===== src/rtl/uart_tx.sv =====
// UART transmitter: byte FIFO feeding an 8N1 serialiser (8E1/8E2 when the
// UART_TX_PARITY_EN macro is defined), idle-high line, STOP_BITS stop bits.
module uart_tx #(
   parameter int CLKS_PER_BIT = 422,
   parameter int FIFO_DEPTH   = 4,
   parameter int STOP_BITS    = 1
) (
   input  logic       i_clk,
   input  logic       i_rst,
   input  logic [7:0] i_data,
   input  logic       i_data_valid,
   output logic       o_ready,
   output logic       o_txd,
   output logic       o_busy
);

   localparam int CNT_W  = $clog2(CLKS_PER_BIT);
   localparam int PTR_W  = $clog2(FIFO_DEPTH);
   localparam int FCNT_W = PTR_W + 1;

   localparam logic [CNT_W-1:0]  BAUD_MAX  = CNT_W'(CLKS_PER_BIT - 1);
   localparam logic [FCNT_W-1:0] FIFO_FULL = FCNT_W'(FIFO_DEPTH);
   localparam logic [2:0]        STOP_LAST = 3'(STOP_BITS - 1);

   if (CLKS_PER_BIT < 2) begin : g_bad_clks
      $error("uart_tx: CLKS_PER_BIT must be at least 2");
   end
   if ((FIFO_DEPTH < 2) || ((FIFO_DEPTH & (FIFO_DEPTH - 1)) != 0)) begin : g_bad_depth
      $error("uart_tx: FIFO_DEPTH must be a power of two, at least 2");
   end
   if ((STOP_BITS != 1) && (STOP_BITS != 2)) begin : g_bad_stop
      $error("uart_tx: STOP_BITS must be 1 or 2");
   end

`ifdef UART_TX_PARITY_EN
   typedef enum logic [2:0] {S_IDLE, S_START, S_DATA, S_PARITY, S_STOP} state_t;
`else
   typedef enum logic [1:0] {S_IDLE, S_START, S_DATA, S_STOP} state_t;
`endif

   state_t              state_q, state_d;
   logic [CNT_W-1:0]    baud_q, baud_d;
   logic [2:0]          bit_idx_q, bit_idx_d;
   logic                txd_q, txd_d;
   logic                ready_q, ready_d;
   logic                busy_q, busy_d;
   logic [PTR_W-1:0]    wr_ptr_q, wr_ptr_d;
   logic [PTR_W-1:0]    rd_ptr_q, rd_ptr_d;
   logic [FCNT_W-1:0]   count_q, count_d;
   logic [7:0]          shift_q, shift_d;
`ifdef UART_TX_PARITY_EN
   logic                parity_q, parity_d;
`endif
   logic [7:0]          mem_q [FIFO_DEPTH];

   logic                push;
   logic                pop;
   logic                fifo_empty;
   logic                bit_end;
   logic [7:0]          head;

   assign push       = i_data_valid & ready_q;
   assign fifo_empty = (count_q == '0);
   assign bit_end    = (baud_q == BAUD_MAX);
   assign head       = mem_q[rd_ptr_q];

   // Frame sequencing; pop is raised only when a new frame is loaded.
   always_comb begin
      state_d   = state_q;
      bit_idx_d = bit_idx_q;
      txd_d     = txd_q;
      shift_d   = shift_q;
`ifdef UART_TX_PARITY_EN
      parity_d  = parity_q;
`endif
      pop       = 1'b0;
      baud_d    = bit_end ? '0 : baud_q + 1'b1;

      case (state_q)
         S_IDLE: begin
            txd_d  = 1'b1;
            baud_d = '0;
            if (!fifo_empty) begin
               pop = 1'b1;
            end
         end
         S_START: begin
            if (bit_end) begin
               state_d   = S_DATA;
               bit_idx_d = 3'd0;
               txd_d     = shift_q[0];
            end
         end
         S_DATA: begin
            if (bit_end) begin
               if (bit_idx_q == 3'd7) begin
                  bit_idx_d = 3'd0;
`ifdef UART_TX_PARITY_EN
                  state_d   = S_PARITY;
                  txd_d     = parity_q;
`else
                  state_d   = S_STOP;
                  txd_d     = 1'b1;
`endif
               end else begin
                  bit_idx_d = bit_idx_q + 3'd1;
                  shift_d   = {1'b0, shift_q[7:1]};
                  txd_d     = shift_q[1];
               end
            end
         end
`ifdef UART_TX_PARITY_EN
         S_PARITY: begin
            if (bit_end) begin
               state_d   = S_STOP;
               bit_idx_d = 3'd0;
               txd_d     = 1'b1;
            end
         end
`endif
         S_STOP: begin
            txd_d = 1'b1;
            if (bit_end) begin
               if (bit_idx_q == STOP_LAST) begin
                  bit_idx_d = 3'd0;
                  if (fifo_empty) begin
                     state_d = S_IDLE;
                  end else begin
                     pop = 1'b1;
                  end
               end else begin
                  bit_idx_d = bit_idx_q + 3'd1;
               end
            end
         end
         default: begin
            state_d   = S_IDLE;
            bit_idx_d = 3'd0;
            txd_d     = 1'b1;
            baud_d    = '0;
         end
      endcase

      // Loading a byte starts the next start bit on this same edge.
      if (pop) begin
         state_d   = S_START;
         shift_d   = head;
         txd_d     = 1'b0;
         baud_d    = '0;
         bit_idx_d = 3'd0;
`ifdef UART_TX_PARITY_EN
         parity_d  = ^head;
`endif
      end
   end

   always_comb begin
      wr_ptr_d = push ? wr_ptr_q + PTR_W'(1) : wr_ptr_q;
      rd_ptr_d = pop  ? rd_ptr_q + PTR_W'(1) : rd_ptr_q;
      case ({push, pop})
         2'b10:   count_d = count_q + FCNT_W'(1);
         2'b01:   count_d = count_q - FCNT_W'(1);
         default: count_d = count_q;
      endcase
      ready_d = (count_d != FIFO_FULL);
      busy_d  = (state_d != S_IDLE) || (count_d != '0);
   end

   always_ff @(posedge i_clk or posedge i_rst) begin
      if (i_rst) begin
         state_q   <= S_IDLE;
         baud_q    <= '0;
         bit_idx_q <= 3'd0;
         txd_q     <= 1'b1;
         ready_q   <= 1'b1;
         busy_q    <= 1'b0;
         wr_ptr_q  <= '0;
         rd_ptr_q  <= '0;
         count_q   <= '0;
      end else begin
         state_q   <= state_d;
         baud_q    <= baud_d;
         bit_idx_q <= bit_idx_d;
         txd_q     <= txd_d;
         ready_q   <= ready_d;
         busy_q    <= busy_d;
         wr_ptr_q  <= wr_ptr_d;
         rd_ptr_q  <= rd_ptr_d;
         count_q   <= count_d;
      end
   end

   // Payload storage carries no reset; it is only read after being written.
   always_ff @(posedge i_clk) begin
      if (push) begin
         mem_q[wr_ptr_q] <= i_data;
      end
      shift_q <= shift_d;
`ifdef UART_TX_PARITY_EN
      parity_q <= parity_d;
`endif
   end

   assign o_txd   = txd_q;
   assign o_ready = ready_q;
   assign o_busy  = busy_q;

endmodule


===== config.mk =====
export PLATFORM = sky130hd
export DESIGN_NAME = uart_tx
export DESIGN_NICKNAME = d
export VERILOG_FILES = /design/src/rtl/uart_tx.sv
export SDC_FILE = /design/constraint.sdc
export NUM_CORES = 1
export LEC_CHECK = 0
export BUFFER_PORTS_ARGS = -buffer_cell sky130_fd_sc_hd__buf_4
export CORE_ASPECT_RATIO = 0.7
export CORE_MARGIN = 2
export CORE_UTILIZATION = 30
export CTS_CLUSTER_DIAMETER = 50
export DETAILED_ROUTE_END_ITERATION = 7
export SYNTH_ARGS = -nofsm -noshare
export SYNTH_HDL_FRONTEND = slang
export SYNTH_SLANG_ARGS = --single-unit

===== constraint.sdc =====
create_clock -name i_clk -period 5.6 [get_ports i_clk]
set_input_delay 0.56 -clock i_clk [delete_from_list [all_inputs] [get_ports i_clk]]
set_output_delay 0.56 -clock i_clk [all_outputs]
set_load 0.005 [all_outputs]

==> impl_metrics.py, run 1 <==
metrics = {
    "run_status": {
        "status": "complete, no violations",
    },
    "clock_tree": {
        "cts_resized": 0,
        "postCtsSetupBuffers": 0,
        "clkSinkCount": 64,
        "cts.hold.buffers_added": 0,
        "clk_latency_ns": 0.32,
        "cts_tree": "yes",
        "cts_buffers": 9,
        "h-tree-depth": 3,
        "cts_buffer_depth": 2,
        "cts-root-buf": "clkbuf_16",
        "path_clk_slew_ns": 0.06,
    },
    "global_routing": {
        "antenna_found_initial": 0,
        "grt_use_total_pct": 11.07,
        "grt-ovfl-total": 0,
        "grt_pass1_wl_mm": 8.825,
        "grt_max_degree": 25,
        "grt_pass1_vias": 1694,
    },
    "sta": {
        "setup_viol": 0,
        "hold_viol_final": 0,
        "slew_headroom_pct": 36.60,
        "timing.fmax_mhz": 281.4,
        "finClkSkew_ns": 0.006203,
        "post-route-min-period_ns": 3.554,
        "fin_ws_ns": 2.046,
        "grt_setup_unrepaired": "false",
        "timing.hold.ws_ns": 0.4372,
        "finalCritPeriodShare_pct": 63.46,
        "tightest_slew_ns": 0.9500,
        "drv_slew": 0,
        "tns_ns": 0,
    },
    "route": {
        "viasPerCell": 4.667,
        "wirelength_mm": 5.351,
        "drt_iter0_markers": 62,
        "drc": 0,
        "first_pass_iters": 4,
        "routedWlPerCell_um": 14.99,
        "ant_nets": 0,
        "num_vias": 1666,
    },
    "worst_setup_path": {
        "cpMaxStageDelayCell": "or2_1",
        "worst-r2r-setup-slack_ns": 2.05,
        "critPathMaxFanout": 18,
        "max_stage_delay_ns": 0.66,
        "worst_ep_arrival_time_ns": 3.74,
        "worstPathCellList": "inv_1 -> ha_1 -> nand4bb_1 -> nor4_1 -> or2_1 -> ha_1 -> inv_1 -> fa_1 -> xor2_1 -> o21a_1 -> a211oi_1 -> nand4b_1",
        "end_kind": "register",
        "startpoint_type": "register",
        "worstPathRequired_ns": 5.79,
        "path_class": "register to register",
    },
    "layout": {
        "mostFrequentLayoutCells": "edfxtp_1 (40), dfrtp_1 (22), inv_1 (14), ha_1 (14), buf_4 (13)",
        "final_common_cell": "edfxtp_1",
        "diodes": 0,
        "syn_to_final_growth_pct": 18.78,
        "final_nets": 250,
        "final_area_um2": 3570,
        "finish.utilization_pct": 36.72,
        "drive_gt1_share_pct": 22.71,
    },
    "floorplanning": {
        "die_height_um": 87.74,
        "fp.dieW_um": 123.6,
        "ios": 14,
        "die_area_um2": 10850,
        "rows": 30,
        "fp.coreArea_um2": 9722,
        "start_util_pct": 30.91,
    },
    "placed_design": {
        "post-place-ws_ns": 2.115,
        "placed_area_um2": 3208,
        "io_buffers": 13,
        "gp_congestion": 0.8326,
        "dp_hpwl_mm": 3.464,
    },
    "pwr": {
        "max-vdd-ir-drop_v": 0.0002852,
        "p_leak_nw": 1.371,
        "power-per-cell-area_nw_per_um2": 525.1,
    },
    "min_path": {
        "hold_path_class": "input pin to register",
    },
    "synth": {
        "synth_edf_count": 40,
        "syn_avg_cell_area_um2": 14.52,
        "synth_cell_types": 51,
        "ys.warnings.count": 0,
        "ys.flop_type": "edfxtp_1",
        "synth_area_um2": 3005,
        "synthCells": 207,
        "seq_area_frac_synth_pct": 60.03,
        "async_flop_share_pct": 37.50,
        "synth_fp_nets": 233,
        "ys_ff_latch": 64,
    },
    "flow_run": {
        "max-cap-violations": 0,
    },
}
-- report_power, final --
group	internal, W	total (W)	switching [W]
Combinational	0.000226	0.000454	0.000228
Sequential	0.000642	0.000745	0.000103
Clock	0.000479	0.000675	0.000197
-- metrics by stage --
stage / total power, W / instances
global placement: 0.001193 / 341
finish: 0.001875 / 357
detailed placement: 0.001206 / 341
floorplan: 0.001095 / 207
CTS: 0.001892 / 357
global route: 0.001978 / 357
-- logic make-up after synthesis --
| kind of cell | after synthesis | synth area share (%) |
|---|---|---|
| AOI/OAI and AO/OA | 24 | 5.787 |
| xor gates and xnor gates | 12 | 3.747 |
| adders and majority gates | 15 | 6.495 |
| buffers and inverters | 21 | 3.580 |
| DFF | 64 | 60.03 |
| muxes | 16 | 8.993 |
| and+or+nand+nor | 55 | 11.37 |
-- sequential cells by signal, indices dropped and copies added, names as in the netlist --
name,count
o_txd,1
shift_q,8
bit_idx_q,3
wr_ptr_q,2
mem_q,32
state_q,2
o_ready,1
rd_ptr_q,2
o_busy,1
baud_q,9
count_q,3
-- area by class of cell --
| class | instances | area [µm²] |
|---|---|---|
| inverters | 14 | 52.55 |
| fillers | 883 | 6152 |
| clock inverters | 6 | 132.6 |
| flip-flops and latches | 64 | 1804 |
| repair buffers | 13 | 97.59 |
| clock buffers | 10 | 229.0 |
| multi-input cells | 122 | 1094 |
| well taps | 128 | 160.2 |
-- cell usage after synthesis, types with 2 or more instances --
library cell,n,area share (%)
mux2_2,8,3.0
and3_1,5,1.0
and2_1,2,0.42
o21ai_0,7,1.2
a2111o_1,2,0.75
nand3b_1,3,0.75
or2_1,2,0.42
a21oi_1,3,0.50
xor2_1,7,2.0
nand2_1,3,0.37
nor3_1,4,0.67
buf_6,2,0.75
o211ai_1,2,0.50
inv_1,14,1.7
mux4_2,8,6.0
dfrtp_1,22,18
nor4_1,3,0.62
dfstp_2,2,1.7
nand2b_1,3,0.62
xnor2_1,4,1.2
buf_2,2,0.33
nor2_1,12,1.5
ha_1,14,5.8
nand3_1,7,1.2
edfxtp_1,40,40
-- per-layer routing --
layer  wire length (µm)  part of all wire, %  vias up  track usage [%]
li1                   -                    -      806                -
met1               2623                   49      810            14.80
met2               2429                   45       46            16.78
met3                231                  4.3        4            3.776
met4                 66                  1.2        0            4.029
met5                  0                    0        -                0
-- critical path: cells and delay by family, from the launching register on --
kind	cells	cell delay, ns
xor gates and xnor gates	1	0.17
buffers and inverters	2	0.15
adders and majority gates	3	1.02
DFF	1	0.43
AOI/OAI and AO/OA	2	0.45
and+or+nand+nor	4	1.21
-- final timing paths --
path                            start            to  depth (start not counted)
max in group asynchronous       i_rst  bit_idx_q[1]                          2
setup / recovery           state_q[0]        o_busy                         12
hold reg to reg                 o_txd         o_txd                          2
min in group asynchronous       i_rst   wr_ptr_q[0]                          2
setup reg to reg           state_q[0]        o_busy                         12
hold / removal              i_data[6]   mem_q[2][6]                          1
Power figures use the tool's default switching activity.
==> run 2: changes to the inputs <==
==> constraint.sdc (replaced) <==
create_clock -name i_clk -period 2.9 [get_ports i_clk]
set_input_delay 0.29 -clock i_clk [delete_from_list [all_inputs] [get_ports i_clk]]
set_output_delay 0.29 -clock i_clk [all_outputs]
set_load 0.005 [all_outputs]
==> run 2 against run 1 <==
  * Routed wire length shrank 4.6%
  * Sequential power rose by 89%
  * First-iteration DRC count grew 34%
  * Clock skew hardly changed
  * Flip-flop and latch count unchanged
  * Clock power up 59%
  * Core utilization increased by 0.58 points
  * Register-to-register slack worse by 1.9 ns
  * Critical path type unchanged
==> impl_metrics.py, run 2 (synthesized netlist as in run 1, its figures left out) <==
metrics = {
    "pwr": {
        "power-per-cell-area_nw_per_um2": 961.7,
        "power_w": 0.003487,
        "p_leak_nw": 1.378,
        "max-vdd-ir-drop_v": 0.0004784,
    },
    "clock_tree": {
        "cts_buffer_depth": 2,
        "cts.hold.buffers_added": 0,
        "cts_buffers": 9,
        "path_clk_slew_ns": 0.06,
        "clkSinkCount": 64,
        "cts-root-buf": "clkbuf_16",
        "h-tree-depth": 3,
        "clk_latency_ns": 0.33,
        "cts_tree": "yes",
    },
    "route": {
        "drt_iter0_markers": 83,
        "first_pass_iters": 4,
        "wirelength_mm": 5.103,
        "routedWlPerCell_um": 13.98,
        "drc": 0,
        "viasPerCell": 4.636,
        "num_vias": 1692,
        "ant_nets": 0,
    },
    "sta": {
        "grt_setup_unrepaired": "true",
        "finClkSkew_ns": 0.006647,
        "post-route-min-period_ns": 2.766,
        "tns_ns": 0,
        "slew_headroom_pct": 37.34,
        "timing.hold.ws_ns": 0.1611,
        "hold_viol_final": 0,
        "drv_slew": 0,
        "tightest_slew_ns": 0.9389,
        "timing.fmax_mhz": 361.6,
        "finalCritPeriodShare_pct": 95.37,
        "setup_viol": 0,
    },
    "layout": {
        "top_register": "mem_q",
        "final_nets": 258,
        "diodes": 0,
        "syn_to_final_growth_pct": 20.65,
        "mostFrequentLayoutCells": "edfxtp_1 (40), dfrtp_1 (22), buf_4 (21), nor2_1 (12), ha_1 (12)",
        "largest_reg_flops": 32,
        "reg_top3": "mem_q (32), baud_q (9), shift_q (8)",
        "final_common_cell": "edfxtp_1",
        "drive_gt1_share_pct": 30.80,
    },
    "floorplanning": {
        "start_util_pct": 30.91,
        "fp.coreArea_um2": 9722,
        "rows": 30,
        "die_height_um": 87.74,
        "die_area_um2": 10850,
        "ios": 14,
        "fp.dieW_um": 123.6,
    },
    "global_routing": {
        "grt-ovfl-total": 0,
        "use_met3_pct": 2.995,
        "grt_pass1_wl_mm": 8.480,
        "grt_use_met2_pct": 14.39,
        "antenna_found_initial": 0,
        "grt_pass1_vias": 1642,
        "met1_usage_pct": 15.25,
        "grt_max_degree": 25,
        "grt_use_total_pct": 10.50,
        "top_usage_layer": "met1",
    },
    "worst_setup_path": {
        "path_class": "register to register",
        "critPathMaxFanout": 3,
        "path_buf_inv": 2,
        "max_stage_delay_ns": 0.54,
        "critPathTopFamily": "simple AND/OR/NAND/NOR gates",
        "end_kind": "register",
        "worstPathRequired_ns": 3.09,
        "cpMaxStageDelayCell": "fa_2",
        "worstPathCellList": "inv_2 -> ha_4 -> nand4bb_1 -> nor4_2 -> or2_4 -> ha_4 -> inv_2 -> fa_2 -> nand3b_1 -> a211oi_2 -> nand4b_1",
        "worst_ep_arrival_time_ns": 2.95,
        "startpoint_type": "register",
    },
    "flow_run": {
        "max-cap-violations": 0,
    },
    "min_path": {
        "hold_path_class": "input pin to register",
    },
    "placed_design": {
        "gp_congestion": 0.8107,
        "dp_hpwl_mm": 3.505,
        "io_buffers": 13,
    },
    "run_status": {
        "status": "complete, no violations",
    },
}
==> run 2: cell types whose count changed in the layout (fill, tap and decap cells not counted), sizes merged <==
| cell | delta |
|---|---|
| clkbuf | -1 |
| bufinv | -3 |
| buf | +8 |
| inv | +2 |
| clkinv | -1 |
| clkinvlp | +3 |
==> run 2: worst register-to-register path, cell delays in order (launching register included) <==
cell,delay (ns)
dfrtp_1,0.40
inv_2,0.10
ha_4,0.21
nand4bb_1,0.19
nor4_2,0.33
or2_4,0.20
ha_4,0.15
inv_2,0.04
fa_2,0.54
nand3b_1,0.12
a211oi_2,0.25
nand4b_1,0.12
==> run 2: stage by stage <==
stage          cell area (µm²)  utilization [%]  std cells  setup slack, ns
6_report                  3626            37.30        365           0.1342
5_1_grt                   3626            37.30        365         -0.03223
4_1_cts                   3571            36.73        364        0.0006883
3_5_place_dp              3261            33.54        348         -0.03767
3_3_place_gp              3261            33.54        348           0.1480
2_1_floorplan             3005                -        207          0.03155
==> run 2: repair_timing <==
item	in CTS	in global routing
resized for setup	1	11
endpoints found under the hold margin	0	0
setup endpoints to repair	1	3
setup buffers	0	1
pin swaps	0	7
==> run 2: cell type report <==
type	count	area, µm²
multi-input combinational	122	1147
timing repair buffer	21	157.7
inverter	14	52.55
sequential	64	1804
fill	901	6096
tap	128	160.2
clock buffer	9	225.2
clock inverter	7	78.83
==> run 2: path summary, 6_finish.rpt <==
path | cells after the start | endpoint | startpoint | slack (ns)
min in group asynchronous | 2 | wr_ptr_q[1] | i_rst | 0.18
worst max-delay path | 11 | o_busy | state_q[1] | 0.13
worst min-delay path | 1 | mem_q[3][4] | i_data[4] | 0.16
worst max register to register | 11 | o_busy | state_q[1] | 0.13
worst min register to register | 2 | o_txd | o_txd | 0.50
max in group asynchronous | 2 | bit_idx_q[1] | i_rst | 2.14
==> run 2: power by group <==
| group | internal [W] | switching, W | total, W |
|---|---|---|---|
| logic | 0.000516 | 0.000484 | 0.00100 |
| registers | 0.00124 | 0.000174 | 0.00141 |
| clock network | 0.000671 | 0.000403 | 0.00107 |
==> run 2: routing by layer <==
layer	up-vias	wire length, µm
li1	819	-
met1	831	2664
met2	33	2196
met3	9	172
met4	0	69
met5	-	0
==> run 3: changes to the inputs <==
--- a/config.mk
+++ b/config.mk
@@ -11,6 +11,7 @@
 export CORE_UTILIZATION = 30
 export CTS_CLUSTER_DIAMETER = 50
 export DETAILED_ROUTE_END_ITERATION = 7
+export GPL_TIMING_DRIVEN = 0
 export SYNTH_ARGS = -nofsm -noshare
 export SYNTH_HDL_FRONTEND = slang
 export SYNTH_SLANG_ARGS = --single-unit
==> run 3 against run 2 <==
  * Die area unchanged
  * Flip-flop and latch count did not move
  * Clock power hardly changed
  * Critical path depth rose by 2
  * Largest cell class unchanged
  * Sequential power is 4% lower
  * Routed wire length about the same
  * Non-clock buffer count up 7
  * Largest power group unchanged
==> impl_metrics.py, run 3 (synthesized netlist as in run 1, its figures left out) <==
metrics = {
    "run_status": {
        "status": "complete, no violations",
    },
    "worst_setup_path": {
        "critPathMaxFanout": 4,
        "end_kind": "register",
        "path_class": "register to register",
        "startpoint_type": "register",
        "worst_ep_arrival_time_ns": 2.96,
        "worstPathRequired_ns": 3.09,
    },
    "floorplanning": {
        "fp.coreArea_um2": 9722,
        "start_util_pct": 30.91,
        "die_height_um": 87.74,
        "rows": 30,
        "ios": 14,
        "fp.dieW_um": 123.6,
        "die_area_um2": 10850,
    },
    "layout": {
        "mostFrequentLayoutCells": "edfxtp_1 (40), buf_4 (22), dfrtp_1 (21), nor2_1 (12), inv_1 (11)",
        "fill_cells": 887,
        "largest_reg_flops": 32,
        "final_common_cell": "edfxtp_1",
        "top_register": "mem_q",
        "drive_gt1_share_pct": 32.79,
        "syn_to_final_growth_pct": 23.23,
        "final_nets": 265,
        "finish.utilization_pct": 38.10,
        "diodes": 0,
        "reg_top3": "mem_q (32), baud_q (9), shift_q (8)",
    },
    "route": {
        "drc": 0,
        "ant_nets": 0,
        "num_vias": 1728,
        "routedWlPerCell_um": 13.71,
        "drt_iter0_markers": 55,
        "wirelength_mm": 5.101,
        "viasPerCell": 4.645,
        "first_pass_iters": 4,
    },
    "clock_tree": {
        "clkSinkCount": 64,
        "path_clk_slew_ns": 0.06,
        "cts_tree": "yes",
        "cts_buffer_depth": 2,
        "cts_buffers": 9,
        "clk_latency_ns": 0.32,
        "h-tree-depth": 3,
        "cts-root-buf": "clkbuf_16",
    },
    "global_routing": {
        "grt_max_degree": 25,
        "grt_pass1_wl_mm": 8.631,
        "antenna_found_initial": 0,
        "grt-ovfl-total": 0,
        "grt_pass1_vias": 1728,
        "grt_use_total_pct": 10.66,
    },
    "sta": {
        "slew_headroom_pct": 36.40,
        "hold_viol_final": 0,
        "setup_viol": 0,
        "drv_slew": 0,
        "tightest_slew_ns": 0.9530,
        "post-route-min-period_ns": 2.770,
        "finalCritPeriodShare_pct": 95.51,
        "tns_ns": 0,
        "timing.fmax_mhz": 361.0,
        "finClkSkew_ns": 0.004110,
        "grt_setup_unrepaired": "true",
        "timing.hold.ws_ns": 0.1639,
    },
    "pwr": {
        "p_leak_nw": 1.408,
        "power-per-cell-area_nw_per_um2": 948.3,
        "max-vdd-ir-drop_v": 0.0004102,
        "power_w": 0.003512,
    },
    "min_path": {
        "hold_path_class": "input pin to register",
    },
    "flow_run": {
        "max-cap-violations": 0,
    },
    "placed_design": {
        "io_buffers": 13,
        "gp_congestion": 0.7745,
        "dp_hpwl_mm": 3.375,
    },
}
-- run 3: final timing paths --
check / startpoint / to / slack, ns / depth (start not counted)
min in group asynchronous: i_rst / wr_ptr_q[0] / 0.18 / 2
worst max register to register: baud_q[1] / o_busy / 0.13 / 13
worst min register to register: baud_q[0] / baud_q[0] / 0.50 / 1
worst max-delay path: baud_q[1] / o_busy / 0.13 / 13
max in group asynchronous: i_rst / baud_q[0] / 2.06 / 2
worst min-delay path: i_data[5] / mem_q[3][5] / 0.16 / 1
-- run 3: what timing repair did --
| item | in CTS | in global routing |
|---|---|---|
| setup endpoints to repair | 3 | 3 |
| pin swaps | 5 | 2 |
| hold endpoints to repair | 0 | 0 |
| buffers inserted | 6 | 3 |
| hold buffers | 0 | 0 |
| resized for setup | 15 | 3 |
-- run 3: per-stage QoR --
stage	setup WS (ns)	instances	cell area, µm²
after floorplan	0.03155	207	3005
after global placement	-0.3488	348	3263
after detailed placement	-0.3927	348	3263
after CTS	0.04954	369	3677
after global routing	-0.01463	372	3704
final	0.1301	372	3704
-- run 3: layer usage --
layer  part of all wire (%)  wire (µm)  vias to the layer above  global-route usage, %
li1                       -          -                      837                      -
met1                     52       2657                      861                  15.25
met2                     43       2201                       28                  14.79
met3                    4.1        211                        2                  4.362
met4                   0.61         31                        0                  3.099
met5                      0          0                        -                      0
-- run 3: area by class of cell --
cell class	instances	area [µm²]	share of cell area [%]
Tap cell	128	160.2	4.324
Inverter	14	52.55	1.419
Buffer	6	48.80	1.318
Timing Repair Buffer	22	165.2	4.459
Multi-Input combinational cell	122	1175	31.72
Clock inverter	7	71.32	1.926
Sequential cell	64	1805	48.75
Clock buffer	9	225.2	6.081
-- run 3: power by group --
group / switching (W) / internal (W)
sequential: 0.000114 / 0.00124
combinational: 0.000547 / 0.000557
clock: 0.000388 / 0.000664
total: 0.00105 / 0.00246
-- run 3: worst max-delay path, stage by stage (launching register included) --
cell	delay, ns
dfrtp_1	0.41
inv_1	0.07
ha_2	0.19
nand4bb_4	0.15
nor4_4	0.32
or2_1	0.19
buf_12	0.12
ha_4	0.14
inv_2	0.04
fa_2	0.34
xor2_2	0.17
o21a_1	0.22
a211oi_2	0.17
nand4b_1	0.12
